===== src/rtl/apb_sram_arb.sv =====
// Two-port round-robin arbiter driving an APB master sequencer.
// Runs SETUP/ACCESS with pready wait states and an optional wait timeout.
module apb_sram_arb #(
    parameter int AW      = 12,
    parameter int DW      = 32,
    parameter int TIMEOUT = 16
) (
    input  logic          clk,
    input  logic          rstn,
    input  logic          req0,
    input  logic          we0,
    input  logic [AW-1:0] addr0,
    input  logic [DW-1:0] wdata0,
    output logic          ack0,
    output logic          err0,
    output logic [DW-1:0] rdata0,
    input  logic          req1,
    input  logic          we1,
    input  logic [AW-1:0] addr1,
    input  logic [DW-1:0] wdata1,
    output logic          ack1,
    output logic          err1,
    output logic [DW-1:0] rdata1,
    output logic          psel,
    output logic          penable,
    output logic          pwrite,
    output logic [AW-1:0] paddr,
    output logic [DW-1:0] pwdata,
    input  logic          pready,
    input  logic [DW-1:0] prdata
);

    typedef enum logic [1:0] {IDLE, SETUP, ACCESS, DONE} state_t;

    localparam logic [7:0] TO = 8'(TIMEOUT);

    state_t        state, state_n;
    logic [7:0]    wcnt, wcnt_n;
    logic          last_grant;
    logic          cur;
    logic          gnt1;
    logic          go;
    logic          fin;
    logic          tmo;
    logic [AW-1:0] sel_addr;

    // On a tie the port that did not win last time gets the bus
    assign gnt1     = req1 & (~req0 | ~last_grant);
    assign sel_addr = gnt1 ? addr1 : addr0;

    always_comb begin
        state_n = state;
        wcnt_n  = wcnt;
        go      = 1'b0;
        fin     = 1'b0;
        tmo     = 1'b0;
        unique case (state)
            IDLE: begin
                if (req0 | req1) begin
                    go      = 1'b1;
                    state_n = SETUP;
                end
            end
            SETUP: state_n = ACCESS;
            ACCESS: begin
                if (pready) begin
                    fin     = 1'b1;
                    state_n = DONE;
                end else if (TO != 8'd0 && wcnt + 8'd1 == TO) begin
                    tmo     = 1'b1;
                    state_n = DONE;
                end else begin
                    wcnt_n = wcnt + 8'd1;
                end
            end
            DONE: begin
                wcnt_n  = 8'd0;
                state_n = IDLE;
            end
            default: state_n = IDLE;
        endcase
    end

    always_ff @(posedge clk or posedge rstn) begin
        if (rstn) begin
            state      <= IDLE;
            wcnt       <= 8'd0;
            last_grant <= 1'b1;
            cur        <= 1'b0;
            psel       <= 1'b0;
            penable    <= 1'b0;
            pwrite     <= 1'b0;
            paddr      <= '0;
            pwdata     <= '0;
            ack0       <= 1'b0;
            ack1       <= 1'b0;
            err0       <= 1'b0;
            err1       <= 1'b0;
            rdata0     <= '0;
            rdata1     <= '0;
        end else begin
            state   <= state_n;
            wcnt    <= wcnt_n;
            psel    <= (state_n == SETUP) | (state_n == ACCESS);
            penable <= (state_n == ACCESS);
            ack0    <= (fin | tmo) & ~cur;
            ack1    <= (fin | tmo) & cur;
            err0    <= tmo & ~cur;
            err1    <= tmo & cur;
            if (go) begin
                cur        <= gnt1;
                last_grant <= gnt1;
                pwrite     <= gnt1 ? we1 : we0;
                paddr      <= {sel_addr[AW-1:2], 2'b00};
                pwdata     <= gnt1 ? wdata1 : wdata0;
            end
            if (fin & ~pwrite) begin
                if (cur) rdata1 <= prdata;
                else     rdata0 <= prdata;
            end
        end
    end

endmodule


===== config.mk =====
export PLATFORM = sky130hd
export DESIGN_NAME = apb_sram_arb
export DESIGN_NICKNAME = d
export VERILOG_FILES = /design/src/rtl/apb_sram_arb.sv
export SDC_FILE = /design/constraint.sdc
export NUM_CORES = 1
export LEC_CHECK = 0
export CORE_MARGIN = 4
export CORE_UTILIZATION = 38
export CTS_CLUSTER_SIZE = 30
export DETAILED_ROUTE_END_ITERATION = 10
export PLACE_DENSITY = 0.77
export SLEW_MARGIN = 5
export SYNTH_ARGS = -nofsm -noshare
export SYNTH_HDL_FRONTEND = slang
export SYNTH_SLANG_ARGS = --single-unit

===== constraint.sdc =====
create_clock -name clk -period 3.9 [get_ports clk]
set_input_delay 0.78 -clock clk [delete_from_list [all_inputs] [get_ports clk]]
set_output_delay 0.78 -clock clk [all_outputs]
set_load 0.005 [all_outputs]

==> impl_metrics.csv, run 1 <==
group,metric,value,unit
grt,grt_pass1_vias,4427,
worst_setup_path,critPathKind,"reg -> reg",
place,dp_hpwl,10700,microns
worst_hold_path,holdPathEnd,"pwdata[16]",
sta,setup_violations,0,
worst_setup_path,worstPathMaxFanout,32,
layout,final_cells,855,
synthesis,synth_top_family_by_area,"multiplexers",
grt,grt.total_usage,0.175,
synthesis,synthMuxAreaShare,0.213,
worst_setup_path,r2r_cells,4,
sta,maxSlewViolCount,0,
sta,hold_viol,0,
synthesis,synth-xor-area-share,0,
synthesis,yosys.area.top_type,"dfrtp_1",
layout,layout-drive-gt1-share,0.166,
place,io_buffers,235,
synthesis,ys.flop_type,"dfrtp_1",
synthesis,syn_area,5400,sq um
worst_hold_path,min_path_cells,2,
synthesis,synthAdderAreaFrac,0.0116,
clock_tree,h-tree-depth,4,
layout,final_nets,794,
floorplanning,dieArea,16200,sq um
layout,area_growth_syn_to_layout,57.6,%
detailed_routing,drtPass1Iterations,4,
pwr,leakage,3.63,nW
detailed_routing,drc,0,
synthesis,synth-simple-area-share,0.0826,
clock_tree,cts_tree,"yes",
worst_setup_path,end_kind,"flop",
synthesis,synth-seq-cells,125,
sta,fmax,407,MHz
synthesis,yosysWarnings,0,
pwr,max-vdd-ir-drop,0.306,mV
synthesis,async_flop_share,1.00,
sta,post-route-period-util,0.630,
worst_hold_path,hp-start,"pwdata[16]",
place,dp.cells,823,
synthesis,synth.distinct_cells,45,
detailed_routing,num_vias,4225,
clock_tree,clockRootBuffer,"clkbuf_16",
detailed_routing,ant_nets,0,
synthesis,yosysMostFrequentCell,"dfrtp_1",
worst_setup_path,cp.arrival,2.74,ns
detailed_routing,wl_per_cell,16.5,microns
sta,rsz0062_at_grt,"no",
pwr,power.density,755,nW/um^2
sta,skew,0.00652,ns
worst_setup_path,rr_startpoint,"state[0]",
floorplanning,start_util,0.389,
worst_hold_path,hold_path_class,"reg -> reg",
clock_tree,clkLatencyLatePin,0.41,ns
grt,grt_pass1_wl,22300,microns
grt,grt_overflow,0,
outcome,outcome,"completed",
synthesis,synth.top_cell.area_share,0.575,
floorplanning,ios,242,
clock_tree,cts_setup_buffers,0,
worst_setup_path,required,4.18,ns
synthesis,synth_edf_count,0,
layout,diodes,0,
detailed_routing,totalWireLength,14100,microns
synthesis,netlist_instances,428,
synthesis,avgSynthCellArea,12.6,sq um
layout,n_fill_cell,1063,
clock_tree,ctsResizeCount,0,
clock_tree,cts.reportedPaths.clkPinSlew,0.06,ns
sta,tightest_slew,0.767,ns
clock_tree,cts_hold_buf,0,
sta,relSlewSlack,0.489,
clock_tree,clock_sinks,125,
synthesis,yosys-top-cells-count,"124 x dfrtp_1, 64 x mux2_2, 57 x nand2_1, 43 x mux2i_1, 37 x o21ai_0",
worst_setup_path,cp-start-kind,"flop",
floorplanning,fp.dieW,127,microns
clock_tree,cts_buffer_depth,2,
floorplanning,die_h,127,microns
flow_run,max_cap_violations,0,
floorplanning,coreArea,13900,sq um
synthesis,synth_area_leaders,"dfrtp_1 58%, mux2_2 13%, mux2i_1 8.0%, nand2_1 4.0%, o21ai_0 3.4%",
synthesis,synth_compound_area_frac,0.0742,
sta,tns,0,ns
detailed_routing,viasPerCell,4.94,
sta,period_needed,2.46,ns
synthesis,yosysSeqAreaShare,0.580,
clock_tree,numCtsBuffers,17,
place,place_congestion,0.794,
detailed_routing,drt-initial-drc-count,155,
worst_setup_path,rr_endpoint,"rdata1[12]",
worst_setup_path,ff2ff_setup_slack,1.44,ns
grt,grt_max_degree,87,
floorplanning,rows,43,
grt,antenna_found_initial,0,
[area by class of cell]
cell class | instances | area, sq um | area share
Clock inverter | 15 | 189 | 0.0222
Multi-Input combinational cell | 271 | 2090 | 0.246
Timing Repair Buffer | 240 | 2410 | 0.284
Sequential cell | 125 | 3130 | 0.368
Tap cell | 180 | 225 | 0.0265
Inverter | 7 | 30.0 | 0.00353
Clock buffer | 17 | 425 | 0.0500
[kinds of logic (layout without fill, tap and decap cells)]
group | after synthesis | after routing
adder cells (fa/ha/maj) | 5 | 5
flip-flops | 125 | 125
other | 1 | 2
AO/OA/AOI/OAI | 69 | 69
multiplexers | 107 | 107
buffers and inverters | 33 | 279
AND/OR/NAND/NOR | 88 | 88
[cell usage in the layout (no fill, tap or decap), types with 4 or more instances in the layout]
| cell | instances |
|---|---|
| a31oi_1 | 4 |
| mux2i_1 | 43 |
| and2_1 | 4 |
| o21ai_1 | 10 |
| ha_1 | 5 |
| nand2_1 | 57 |
| mux2_2 | 64 |
| o21ai_0 | 37 |
| clkdlybuf4s50_1 | 235 |
| nor2_1 | 5 |
| clkbuf_16 | 17 |
| clkinv_4 | 6 |
| inv_1 | 6 |
| dfrtp_1 | 124 |
[stage by stage]
stage / cell area [sq um] / power (W) / hold WS (ns) / worst slack [ns] / utilization
6_report: 8500 / 0.00642 / 0.476 / 1.44 / 0.613
3_3_place_gp: 7890 / 0.00476 / 0.462 / 1.11 / 0.568
5_1_grt: 8500 / 0.00685 / 0.512 / 1.28 / 0.613
3_5_place_dp: 7890 / 0.00486 / 0.469 / 1.05 / 0.568
4_1_cts: 8500 / 0.00652 / 0.482 / 1.39 / 0.613
2_1_floorplan: 5400 / 0.00332 / 0.473 / 1.58 / -
[worst max-delay path, cell delays in order (launching register included)]
cell,delay (ns)
dfrtp_1,0.41
inv_1,0.10
ha_1,0.66
nand4b_4,0.65
mux2_2,0.50
[report_power, final]
group | internal (W) | switching (W)
Sequential | 0.00191 | 0.000354
Combinational | 0.00159 | 0.000945
Clock | 0.00102 | 0.000603
[flip-flops by register name, summed over array words and instances (netlist names)]
name,count
ack0,1
ack1,1
cur,1
err0,1
err1,1
last_grant,1
paddr,10
penable,1
psel,1
pwdata,32
pwrite,1
rdata0,32
rdata1,32
state,2
wcnt,8
[per-layer routing]
layer | share of wire | global-route usage | vias to the layer above
met1 | 0.39 | 0.199 | 1996
met3 | 0.11 | 0.0757 | 22
met5 | 0 | 0 | -
met2 | 0.48 | 0.296 | 219
li1 | - | - | 1988
met4 | 0.017 | 0.0612 | 0
[worst max-delay path by stage]
| stage | startpoint | to | slack (ns) | cells past startpoint |
|---|---|---|---|---|
| detailed placement | pready | rdata1[5] | 1.05 | 3 |
| floorplan | rstn | ack0 | 1.58 | 1 |
| CTS | state[0] | rdata1[12] | 1.39 | 4 |
| global placement | pready | rdata1[11] | 1.11 | 3 |
| finish | state[0] | rdata1[12] | 1.44 | 4 |
| global route | state[0] | rdata1[12] | 1.28 | 4 |
(Power assumes the default switching activity.)
==> run 2, diff against run 1 <==
--- a/config.mk
+++ b/config.mk
@@ -6,10 +6,10 @@
 export NUM_CORES = 1
 export LEC_CHECK = 0
 export CORE_MARGIN = 4
-export CORE_UTILIZATION = 38
+export CORE_UTILIZATION = 41
 export CTS_CLUSTER_SIZE = 30
 export DETAILED_ROUTE_END_ITERATION = 10
-export PLACE_DENSITY = 0.77
+export PLACE_DENSITY = 0.79
 export SLEW_MARGIN = 5
 export SYNTH_ARGS = -nofsm -noshare
 export SYNTH_HDL_FRONTEND = slang
==> constraint.sdc (replaced) <==
create_clock -name clk -period 2.5 [get_ports clk]
set_input_delay 0.5 -clock clk [delete_from_list [all_inputs] [get_ports clk]]
set_output_delay 0.5 -clock clk [all_outputs]
set_load 0.005 [all_outputs]
==> run 2 against run 1 <==
Maximum frequency grew 25%. Global-route usage rose by 1.7 points. Wire length rose by 0.80%. Power up 55%. Register-to-register slack worse by 0.91 ns. Utilization grew 5.3 points. Clock skew is essentially flat. Final cell count down 0.94%. Critical endpoint is now rdata1[27]. Largest power group unchanged. Highest routed layer unchanged.
==> impl_metrics.csv, run 2 (synthesized netlist as in run 1, its figures left out) <==
group,metric,value,unit
place,io_buffers,235,
worst_setup_path,cp.arrival,2.25,ns
layout,layout_commonest_cell,"clkdlybuf4s50_1",
place,place_congestion,0.846,
pwr,combinationalPowerShare,0.405,
detailed_routing,drtPass1Iterations,4,
grt,grt_pass1_wl,22300,microns
worst_setup_path,endpoint,"rdata1[27]",
layout,diodes,0,
sta,maxSlewViolCount,0,
sta,worst_slack,0.530,ns
detailed_routing,num_vias,4233,
pwr,p_sw,0.00288,W
sta,setup_violations,0,
layout,reg_top3,"pwdata: 32 flops, rdata0: 32 flops, rdata1: 32 flops",
sta,post-route-period-util,0.788,
worst_setup_path,rr_startpoint,"state[0]",
pwr,switching_share,0.290,
clock_tree,cts.reportedPaths.clkPinSlew,0.05,ns
layout,layout-drive-gt1-share,0.166,
pwr,power.density,1170,nW/um^2
floorplanning,die_h,123,microns
detailed_routing,viasPerCell,5.00,
sta,tns,0,ns
clock_tree,cts_hold_buf,0,
place,dp.cells,819,
detailed_routing,totalWireLength,14200,microns
clock_tree,clkLatencyLatePin,0.41,ns
sta,fmax,508,MHz
clock_tree,ctsResizeCount,0,
worst_setup_path,end_kind,"flop",
detailed_routing,drt-initial-drc-count,208,
floorplanning,coreArea,12800,sq um
sta,rsz0062_at_grt,"no",
grt,grt.total_usage,0.192,
place,dp_slack,0.161,ns
worst_setup_path,rr_endpoint,"rdata1[27]",
sta,hold_viol,0,
pwr,leakage,3.64,nW
sta,tightest_slew,0.654,ns
clock_tree,cts_tree,"yes",
grt,grt_pass1_vias,4505,
worst_setup_path,r2r_cells,4,
outcome,outcome,"completed",
layout,final_nets,798,
flow_run,max_cap_violations,0,
layout,utilization,0.666,
layout,final_cells,847,
floorplanning,dieArea,15100,sq um
layout,area_growth_syn_to_layout,57.6,%
clock_tree,clock_sinks,125,
detailed_routing,highest-signal-layer,"met4",
worst_setup_path,critPathKind,"reg -> reg",
detailed_routing,met1_length,5510,microns
clock_tree,cts_buffer_depth,2,
clock_tree,cts_setup_buffers,0,
pwr,p_int,0.00705,W
floorplanning,fp.dieW,123,microns
clock_tree,numCtsBuffers,17,
grt,grt_overflow,0,
place,dp_hpwl,10800,microns
grt,grt_max_degree,75,
pwr,max-vdd-ir-drop,0.487,mV
floorplanning,ios,242,
detailed_routing,drc,0,
worst_setup_path,cp-start-kind,"flop",
pwr,pwr-share-clk,0.238,
sta,relSlewSlack,0.564,
grt,antenna_found_initial,0,
worst_setup_path,worstPathMaxFanout,32,
detailed_routing,wl_met2,6550,microns
clock_tree,clockRootBuffer,"clkbuf_16",
floorplanning,rows,41,
detailed_routing,met3WireLength,1890,microns
floorplanning,start_util,0.422,
layout,final_cell_mix,"235 x clkdlybuf4s50_1, 124 x dfrtp_1, 64 x mux2_2, 57 x nand2_1, 43 x mux2i_1",
clock_tree,h-tree-depth,4,
detailed_routing,wl_per_cell,16.8,microns
detailed_routing,ant_nets,0,
sta,skew,0.00648,ns
worst_hold_path,hold_path_class,"reg -> reg",
sta,period_needed,1.97,ns
worst_setup_path,ff2ff_setup_slack,0.53,ns
pwr,seq_power_share,0.357,
worst_setup_path,startpoint,"state[0]",
worst_setup_path,required,2.78,ns
-- run 2: changes by cell type in the layout (fill, tap and decap cells not counted), sizes merged --
| cell | previous run | this run |
|---|---|---|
| buf | 5 | 9 |
| bufinv | 3 | 2 |
| clkbuf | 17 | 21 |
| clkinv | 8 | 3 |
| clkinvlp | 2 | 3 |
| inv | 9 | 6 |
-- run 2: final cells by class --
type | instances | area, sq um
clock buffers | 21 | 480
clock inverters | 7 | 90.1
fillers | 923 | 4270
inverters | 7 | 30.0
multi-input cells | 271 | 2090
flip-flops and latches | 125 | 3130
well taps | 172 | 215
repair buffers | 244 | 2470
-- run 2: per-stage QoR --
step | total power (W) | hold slack, ns | cell area [sq um]
CTS | 0.0101 | 0.482 | 8500
detailed placement | 0.00765 | 0.469 | 7930
global placement | 0.00747 | 0.461 | 7930
floorplan | 0.00518 | 0.473 | 5400
global route | 0.0106 | 0.501 | 8500
finish | 0.00993 | 0.476 | 8500
-- run 2: metal layers --
metal,global-route usage,vias to the layer above
met4,0.0686,0
met2,0.303,222
li1,-,1982
met5,0,-
met3,0.0931,21
met1,0.228,2008
-- run 2: worst max-delay path: stages, from the launching register on --
cell      delay [ns]
dfrtp_1         0.41
inv_1           0.09
ha_1            0.30
nand4b_4        0.53
mux2_2          0.49
-- run 2: power groups by stage --
stage,combinational [W],clock (W),sequential [W]
3_3_place_gp,0.00397,0,0.00351
3_5_place_dp,0.00407,0,0.00357
5_1_grt,0.00441,0.00252,0.00368
4_1_cts,0.00409,0.00242,0.00356
6_report,0.00402,0.00236,0.00355
2_1_floorplan,0.00162,0,0.00356
-- run 2: worst min-delay path by stage --
stage,from,to,slack [ns],cells after the start
floorplan,paddr[11],paddr[11],0.47,2
global placement,pwdata[18],pwdata[18],0.46,2
detailed placement,paddr[3],paddr[3],0.47,2
CTS,paddr[3],paddr[3],0.48,2
global route,pwdata[18],pwdata[18],0.50,2
finish,paddr[3],paddr[3],0.48,2
